==> src/rtl/reg_seq_pkg.sv <==
// Shared FunSel encodings, sequencer state type and command helpers for reg_cmd_sequencer.
package reg_seq_pkg;

  localparam logic [1:0] FS_DEC  = 2'b00;
  localparam logic [1:0] FS_INC  = 2'b01;
  localparam logic [1:0] FS_LOAD = 2'b10;
  localparam logic [1:0] FS_CLR  = 2'b11;

  typedef enum logic [1:0] {INIT, IDLE, RUN, FIN} seq_state_e;

  // INC/DEC take a step count; LOAD/CLEAR are always a single strobe.
  function automatic logic op_is_step(input logic [1:0] op);
    return (op == FS_DEC) || (op == FS_INC);
  endfunction

endpackage

==> src/rtl/reg_cmd_sequencer_if.sv <==
// Command and register-strobe bundle between control unit, sequencer and target register.
// Carries the mismatch flag only when SEQ_SHADOW_CHECK_EN is defined.
interface reg_cmd_sequencer_if #(
  parameter int unsigned WIDTH = 16,
  parameter int unsigned CNT_W = 8
);
  logic             cmd_valid;
  logic             cmd_ready;
  logic [1:0]       cmd_op;
  logic [WIDTH-1:0] cmd_data;
  logic [CNT_W-1:0] cmd_count;
  logic [WIDTH-1:0] reg_q;
  logic             reg_e;
  logic [1:0]       reg_funsel;
  logic [WIDTH-1:0] reg_i;
  logic             busy;
  logic             done;
  logic [WIDTH-1:0] shadow;
`ifdef SEQ_SHADOW_CHECK_EN
  logic             mismatch;
`endif

  modport master (
`ifdef SEQ_SHADOW_CHECK_EN
    input  mismatch,
`endif
    output cmd_valid, cmd_op, cmd_data, cmd_count, reg_q,
    input  cmd_ready, reg_e, reg_funsel, reg_i, busy, done, shadow
  );

  modport slave (
`ifdef SEQ_SHADOW_CHECK_EN
    output mismatch,
`endif
    input  cmd_valid, cmd_op, cmd_data, cmd_count, reg_q,
    output cmd_ready, reg_e, reg_funsel, reg_i, busy, done, shadow
  );

endinterface

==> src/rtl/step_down_counter.sv <==
// Loadable down-counter holding the number of RUN cycles still to follow the current one.
module step_down_counter #(
  parameter int unsigned CNT_W = 8
) (
  input  logic             clock,
  input  logic             reset,
  input  logic             load,
  input  logic             dec,
  input  logic [CNT_W-1:0] load_val,
  output logic [CNT_W-1:0] count,
  output logic             zero
);

  logic [CNT_W-1:0] count_q;

  always_ff @(posedge clock) begin
    if (!reset) begin
      count_q <= '0;
    end else if (load) begin
      count_q <= load_val;
    end else if (dec) begin
      count_q <= count_q - CNT_W'(1);
    end
  end

  assign count = count_q;
  assign zero  = (count_q == '0);

endmodule

==> src/rtl/reg_cmd_sequencer.sv <==
// Expands dec/inc/load/clear commands into per-cycle FunSel register strobes and keeps a shadow.
// Define SEQ_SHADOW_CHECK_EN to add the sticky Reg_Q-vs-shadow mismatch flag.
module reg_cmd_sequencer
  import reg_seq_pkg::*;
#(
  parameter int unsigned WIDTH = 16,
  parameter int unsigned CNT_W = 8
) (
  input logic                 clock,
  input logic                 reset,
  reg_cmd_sequencer_if.slave  bus
);

  seq_state_e       state_q;
  logic             reg_e_q, busy_q, done_q, ready_q;
  logic [1:0]       funsel_q;
  logic [WIDTH-1:0] shadow_q, data_q, reg_i;
  logic             accept, cnt_dec, cnt_zero;
  logic [CNT_W-1:0] cnt_load_val, cnt_value;

  function automatic logic [WIDTH-1:0] next_shadow(input logic [1:0]       fs,
                                                   input logic [WIDTH-1:0] cur,
                                                   input logic [WIDTH-1:0] din);
    case (fs)
      FS_DEC:  return cur - WIDTH'(1);
      FS_INC:  return cur + WIDTH'(1);
      FS_LOAD: return din;
      default: return '0;
    endcase
  endfunction

  assign accept       = bus.cmd_valid && ready_q;
  // Counter holds RUN cycles remaining after the current one, so a single step loads zero.
  assign cnt_load_val = op_is_step(bus.cmd_op) ? bus.cmd_count - CNT_W'(1) : '0;
  assign cnt_dec      = (state_q == RUN) && !cnt_zero;
  assign reg_i        = (reg_e_q && funsel_q == FS_LOAD) ? data_q : shadow_q;

  step_down_counter #(
    .CNT_W (CNT_W)
  ) u_step_cnt (
    .clock    (clock),
    .reset    (reset),
    .load     (accept),
    .dec      (cnt_dec),
    .load_val (cnt_load_val),
    .count    (cnt_value),
    .zero     (cnt_zero)
  );

  always_ff @(posedge clock) begin
    if (!reset) begin
      state_q  <= INIT;
      reg_e_q  <= 1'b0;
      funsel_q <= FS_LOAD;
      shadow_q <= '0;
      data_q   <= '0;
      busy_q   <= 1'b1;
      done_q   <= 1'b0;
      ready_q  <= 1'b0;
    end else begin
      if (reg_e_q) shadow_q <= next_shadow(funsel_q, shadow_q, reg_i);
      unique case (state_q)
        // Clear strobe issues while IDLE still has ready low, keeping Busy up for that cycle.
        INIT: begin
          state_q  <= IDLE;
          reg_e_q  <= 1'b1;
          funsel_q <= FS_CLR;
        end
        IDLE, FIN: begin
          state_q  <= IDLE;
          reg_e_q  <= 1'b0;
          funsel_q <= FS_LOAD;
          busy_q   <= 1'b0;
          done_q   <= 1'b0;
          ready_q  <= 1'b1;
          if (accept) begin
            data_q <= bus.cmd_data;
            if (op_is_step(bus.cmd_op) && bus.cmd_count == '0) begin
              state_q <= FIN;
              done_q  <= 1'b1;
            end else begin
              state_q  <= RUN;
              reg_e_q  <= 1'b1;
              funsel_q <= bus.cmd_op;
              busy_q   <= 1'b1;
              ready_q  <= 1'b0;
            end
          end
        end
        RUN: begin
          if (cnt_zero) begin
            state_q  <= FIN;
            reg_e_q  <= 1'b0;
            funsel_q <= FS_LOAD;
            busy_q   <= 1'b0;
            done_q   <= 1'b1;
            ready_q  <= 1'b1;
          end
        end
        default: state_q <= INIT;
      endcase
    end
  end

`ifdef SEQ_SHADOW_CHECK_EN
  logic chk_q, mismatch_q;

  // chk_q skips INIT and the clear-strobe cycle, when the target is not yet known to be zero.
  always_ff @(posedge clock) begin
    if (!reset) begin
      chk_q      <= 1'b0;
      mismatch_q <= 1'b0;
    end else begin
      chk_q <= (state_q != INIT);
      if (chk_q && (bus.reg_q != shadow_q)) mismatch_q <= 1'b1;
    end
  end

  assign bus.mismatch = mismatch_q;
`else
  logic unused_reg_q;
  assign unused_reg_q = ^bus.reg_q;
`endif

  logic unused_cnt;
  assign unused_cnt = ^cnt_value;

  assign bus.cmd_ready  = ready_q;
  assign bus.reg_e      = reg_e_q;
  assign bus.reg_funsel = funsel_q;
  assign bus.reg_i      = reg_i;
  assign bus.busy       = busy_q;
  assign bus.done       = done_q;
  assign bus.shadow     = shadow_q;

endmodule

==> src/flat_wrapper.sv <==
// flat-port wrapper written by rule: the top's interface ports become plain ports
module reg_cmd_sequencer_flat import reg_seq_pkg::*;
#(
  parameter int unsigned WIDTH = 16,
  parameter int unsigned CNT_W = 8
)
  (clock, reset, bus_cmd_valid, bus_cmd_op, bus_cmd_data, bus_cmd_count, bus_reg_q, bus_cmd_ready, bus_reg_e, bus_reg_funsel, bus_reg_i, bus_busy, bus_done, bus_shadow);
  reg_cmd_sequencer_if #(.WIDTH(WIDTH), .CNT_W(CNT_W)) bus_i ();
  input logic clock;
  input logic reset;
  input wire logic [$bits(bus_i.cmd_valid)-1:0] bus_cmd_valid;
  input wire logic [$bits(bus_i.cmd_op)-1:0] bus_cmd_op;
  input wire logic [$bits(bus_i.cmd_data)-1:0] bus_cmd_data;
  input wire logic [$bits(bus_i.cmd_count)-1:0] bus_cmd_count;
  input wire logic [$bits(bus_i.reg_q)-1:0] bus_reg_q;
  output wire logic [$bits(bus_i.cmd_ready)-1:0] bus_cmd_ready;
  output wire logic [$bits(bus_i.reg_e)-1:0] bus_reg_e;
  output wire logic [$bits(bus_i.reg_funsel)-1:0] bus_reg_funsel;
  output wire logic [$bits(bus_i.reg_i)-1:0] bus_reg_i;
  output wire logic [$bits(bus_i.busy)-1:0] bus_busy;
  output wire logic [$bits(bus_i.done)-1:0] bus_done;
  output wire logic [$bits(bus_i.shadow)-1:0] bus_shadow;
  assign bus_i.cmd_valid = bus_cmd_valid;
  assign bus_i.cmd_op = bus_cmd_op;
  assign bus_i.cmd_data = bus_cmd_data;
  assign bus_i.cmd_count = bus_cmd_count;
  assign bus_i.reg_q = bus_reg_q;
  assign bus_cmd_ready = bus_i.cmd_ready;
  assign bus_reg_e = bus_i.reg_e;
  assign bus_reg_funsel = bus_i.reg_funsel;
  assign bus_reg_i = bus_i.reg_i;
  assign bus_busy = bus_i.busy;
  assign bus_done = bus_i.done;
  assign bus_shadow = bus_i.shadow;
  reg_cmd_sequencer #(.WIDTH(WIDTH), .CNT_W(CNT_W)) u_core (.clock(clock), .reset(reset), .bus(bus_i));
endmodule
==> config.mk <==
export PLATFORM = sky130hd
export DESIGN_NAME = reg_cmd_sequencer_flat
export DESIGN_NICKNAME = d
export VERILOG_FILES = /design/src/rtl/reg_seq_pkg.sv /design/src/rtl/reg_cmd_sequencer_if.sv /design/src/rtl/step_down_counter.sv /design/src/rtl/reg_cmd_sequencer.sv /design/src/flat_wrapper.sv
export SDC_FILE = /design/constraint.sdc
export NUM_CORES = 1
export LEC_CHECK = 0
export CORE_MARGIN = 5
export CORE_UTILIZATION = 33
export DETAILED_ROUTE_END_ITERATION = 10
export REMOVE_ABC_BUFFERS = 1
export SLEW_MARGIN = 20
export SYNTH_ARGS = -nofsm -noshare
export SYNTH_HDL_FRONTEND = slang
export SYNTH_SLANG_ARGS = --single-unit
==> constraint.sdc <==
create_clock -name clock -period 3 [get_ports clock]
set_input_delay 0.6 -clock clock [delete_from_list [all_inputs] [get_ports clock]]
set_output_delay 0.6 -clock clock [all_outputs]
set_load 0.1 [all_outputs]
==> summary.md <==
| Metric | Value |
|---|---|
| XOR/XNOR share of the synthesized area | `6.52%` |
| Nets | `536` |
| Clock buffer depth | `2` |
| Worst min-delay path category | `flip-flop to flip-flop` |
| Vias | `slightly below 3000` |
| Startpoint Class | `flip-flop` |
| Multi-input gate area | `~2000 sq um` |
| DRC Markers | `0` |
| Reg2reg setup slack | `380 ps` |
| Netlist cell types | `50` |
| Routability Congestion | `0.844` |
| Worst skew pair latency | `300 ps` |
| Worst Hold Path EP | `u_core.bus.done` |
| Commonest non-fill, non-tap cell in the layout | `nand2_1` |
| Tot GR Track Use | `between 10 and 15%` |
| Number of synthesized register bits | `48` |
| Fin crit share | `87.2%` |
| Syn-to-layout area delta | `31.4%` |
| CP Buf/Inv Count | `1` |
| Final ANT Viol Nets | `0` |
| Worst Setup End Kind | `flip-flop` |
| Worst endpoint data arrival time | `2840 ps` |
| Power density cells | `419 nW/um^2` |
| Vias in the first global route | `2942` |
| Post-synth EDFFs | `0` |
| Drt initial violations | `92` |
| Worst-Margin Slew | `537 ps` |
| Crit path cell chain | `nand2b_1, buf_4, ha_1, a21oi_1, nand2_1, a31oi_1, nor2_1, a2111oi_2, a41oi_1, a41oi_1` |
| Die width | `~110 um` |
| Total clock sinks | `48` |
| Final Hold Viols | `0` |
| Synth area leader | `dfxtp_1` |
| GRT overflow | `0` |
| CP delay by family, top | `compound AO/OA/AOI/OAI gates` |
| Initial core utilization | `33.6%` |
| Share of cells above drive strength 1 | `14.3%` |
| Htree depth | `2` |
| Status | `completed` |
| Wire length per cell | `13.9 um` |
| Max_cap viols | `0` |
| Clock power frac | `21.6%` |
| Fin crit period | `about 2600 ps` |
| Adder-Cell Fraction of Synth Area | `about 9%` |
| TritonCTS clock tree | `built` |
| Peak VDD IR | `0.170 mV` |
| Worst-path clk slew | `about 90 ps` |
| Final setup vio count | `0` |
| Yosys warning total | `0` |
| Worst Skew | `8.28 ps` |
| Synth top area share | `31.1%` |
| Final Util | `between 40% and 50%` |
| # resized after CTS | `0` |
| Most frequent cells in the layout | `nand2_1, dfxtp_1, buf_4, clkdlybuf4s50_1, nor2_1` |
| First-pass GRT wire length | `13900 um` |
| Hold_sp | `u_core.bus.done` |
| R2R Path Start | `u_core.bus.reg_funsel[1]` |
| Detailed placer's ending HPWL | `6300 um` |
| Combinational share of power | `37.4%` |
| RSZ-0062 raised after global routing | `no` |
| Register share of total power | `41.1%` |
| Row count | `35` |
| Clk root buf | `clkbuf_8` |
| CP Class | `flip-flop to flip-flop` |
| Ranking of synthesized cells by area | `dfxtp_1, nand2_1, ha_1` |
| Max Freq | `~380 MHz` |
| Num CTS Buffers | `5` |
| FF-to-FF path depth | `10` |
| Die height | `between 100 and 150 um` |
| Sequential share of the synthesized area | `31.1%` |
| Post-synth top flop | `dfxtp_1` |
| Hold WS | `455 ps` |
| Ant. Diodes | `0` |
| Syn Std Cell Area | `3090 sq um` |
| Largest net degree at the start of global routing | `30` |
| Setup Fix Bufs, Post-CTS | `0` |
| Int Power | `about 1100 uW` |
| Worst path most repeated cell | `a41oi_1` |
| Setup TNS | `0 ps` |
| CORE AREA | `about 9000 sq um` |
| Main combinational cell family by area after synthesis | `compound AO/OA/AOI/OAI gates` |
| Hold depth | `2` |
| Worst reg2reg path endpoint | `u_core.bus.shadow[10]` |
| Finished Layout Cells | `between 500 and 600` |
| # placed instances | `about 570` |
| Sw Ratio | `37.9%` |
| CP required | `3220 ps` |
| Multiplexer share of the synthesized area | `0.324%` |
| CP Max Fanout | `11` |
| Buffers added on ports | `66` |
| Slew Viols, Final | `0` |
| Mean Syn Cell Area | `between 7 and 8 sq um` |
| Max stage delay on crit path | `380 ps` |
| IO Count | `83` |
| Number of fill cells | `949` |
| Asr flop ratio synth | `0%` |
| Max stage delay cell, worst path | `a2111oi_2` |
| Detailed Routing Iterations Pass 1 | `5` |
| Rel. slew slack | `64.1%` |
| Post-synthesis compound-gate area fraction | `24.9%` |
| Hold_buf cts | `0` |
| FF/Latch Area | `961 sq um` |
| Post-Synth Simple-Gate Area | `23.3%` |
| Net Sw Power | `644 uW` |
| Mean number of vias per cell | `around 5.1` |
| Final WL | `8080 um` |
| Die footprint | `11400 sq um` |
| Lkg Pwr | `between 0.0015 and 0.002 uW` |
| Initial antenna violation count | `0` |
| Syn Inst Count | `407` |
[layer usage]
metal  global-route usage, %  vias up  share of wire, %
li1                        -     1533                 -
met1                    19.8     1379                48
met2                    24.1       66                47
met3                    2.23        6               4.3
met4                    4.75        0               1.1
met5                       0        -                 0
[through the flow]
step                area, sq um  total power, uW  setup slack (ps)
global placement           3980             1340               482
CTS                        4060             1730               373
floorplan                  3000             1150             -1620
finish                     4060             1700               383
detailed placement         3980             1350               399
global route               4060             1800               118
[synth_stat cells (4+ instances only)]
cell type / instances
nand3_1: 6
o22ai_1: 4
a21oi_1: 20
o21ai_0: 21
o221a_1: 4
nor2_1: 26
a21o_1: 5
and2_1: 4
a21boi_0: 17
nand2_1: 96
nor3_1: 6
o211ai_1: 4
buf_2: 6
ha_1: 20
o21ai_1: 7
xor2_1: 9
dfxtp_1: 48
inv_1: 17
xnor2_1: 14
nor2b_1: 5
a31oi_1: 8
o211a_1: 4
clkbuf_1: 13
[sequential cells by signal, indices dropped and copies added (netlist names), named ones only]
signal                   cells
u_core.bus.shadow           16
u_core.data_q               16
u_core.u_step_cnt.count      8
u_core.bus.reg_funsel        2
u_core.bus.busy              1
u_core.bus.cmd_ready         1
u_core.bus.done              1
u_core.bus.reg_e             1
u_core.state_q               1
[worst reg2reg max path, cell delays in order (launching register included)]
cell       delay [ps]
dfxtp_1           320
nand2b_1          310
buf_4             290
ha_1              320
a21oi_1           170
nand2_1            70
a31oi_1           240
nor2_1            160
a2111oi_2         380
a41oi_1            90
a41oi_1           210
[power by group through the flow]
stage / Sequential [uW] / Clock, uW / Combinational (uW)
3_5_place_dp: 713 / 0 / 638
5_1_grt: 703 / 412 / 688
4_1_cts: 698 / 389 / 640
6_report: 698 / 366 / 635
2_1_floorplan: 824 / 0 / 327
3_3_place_gp: 712 / 0 / 632
[worst max path at each step]
stage	from	to	slack, ps	depth (start not counted)
floorplan	u_core.bus.reg_e	bus_reg_i[11]	-1620	2
global placement	u_core.bus.reg_funsel[1]	u_core.bus.shadow[14]	480	10
detailed placement	u_core.bus.reg_funsel[1]	u_core.bus.shadow[10]	400	10
CTS	u_core.bus.reg_funsel[1]	u_core.bus.shadow[10]	370	10
global route	u_core.bus.reg_funsel[1]	u_core.bus.shadow[14]	120	10
finish	u_core.bus.reg_funsel[1]	u_core.bus.shadow[10]	380	10
[final cells by class]
cell class / instances / share of cell area [%]
multi-input combinational: 321 / 48.6
sequential: 48 / 23.7
timing repair buffer: 77 / 20.9
tap: 111 / 3.42
clock buffer: 6 / 1.79
inverter: 17 / 1.57
clock inverter: 1 / 0.123
[cells by family (layout without fill, tap and decap cells)]
family,after synthesis,in the layout
xor+xnor,23,23
compound gates,114,114
simple gates,162,162
buf+inv,38,101
flops,48,48
mux,1,1
fa+ha+maj,21,21
Power figures use the tool's default switching activity.
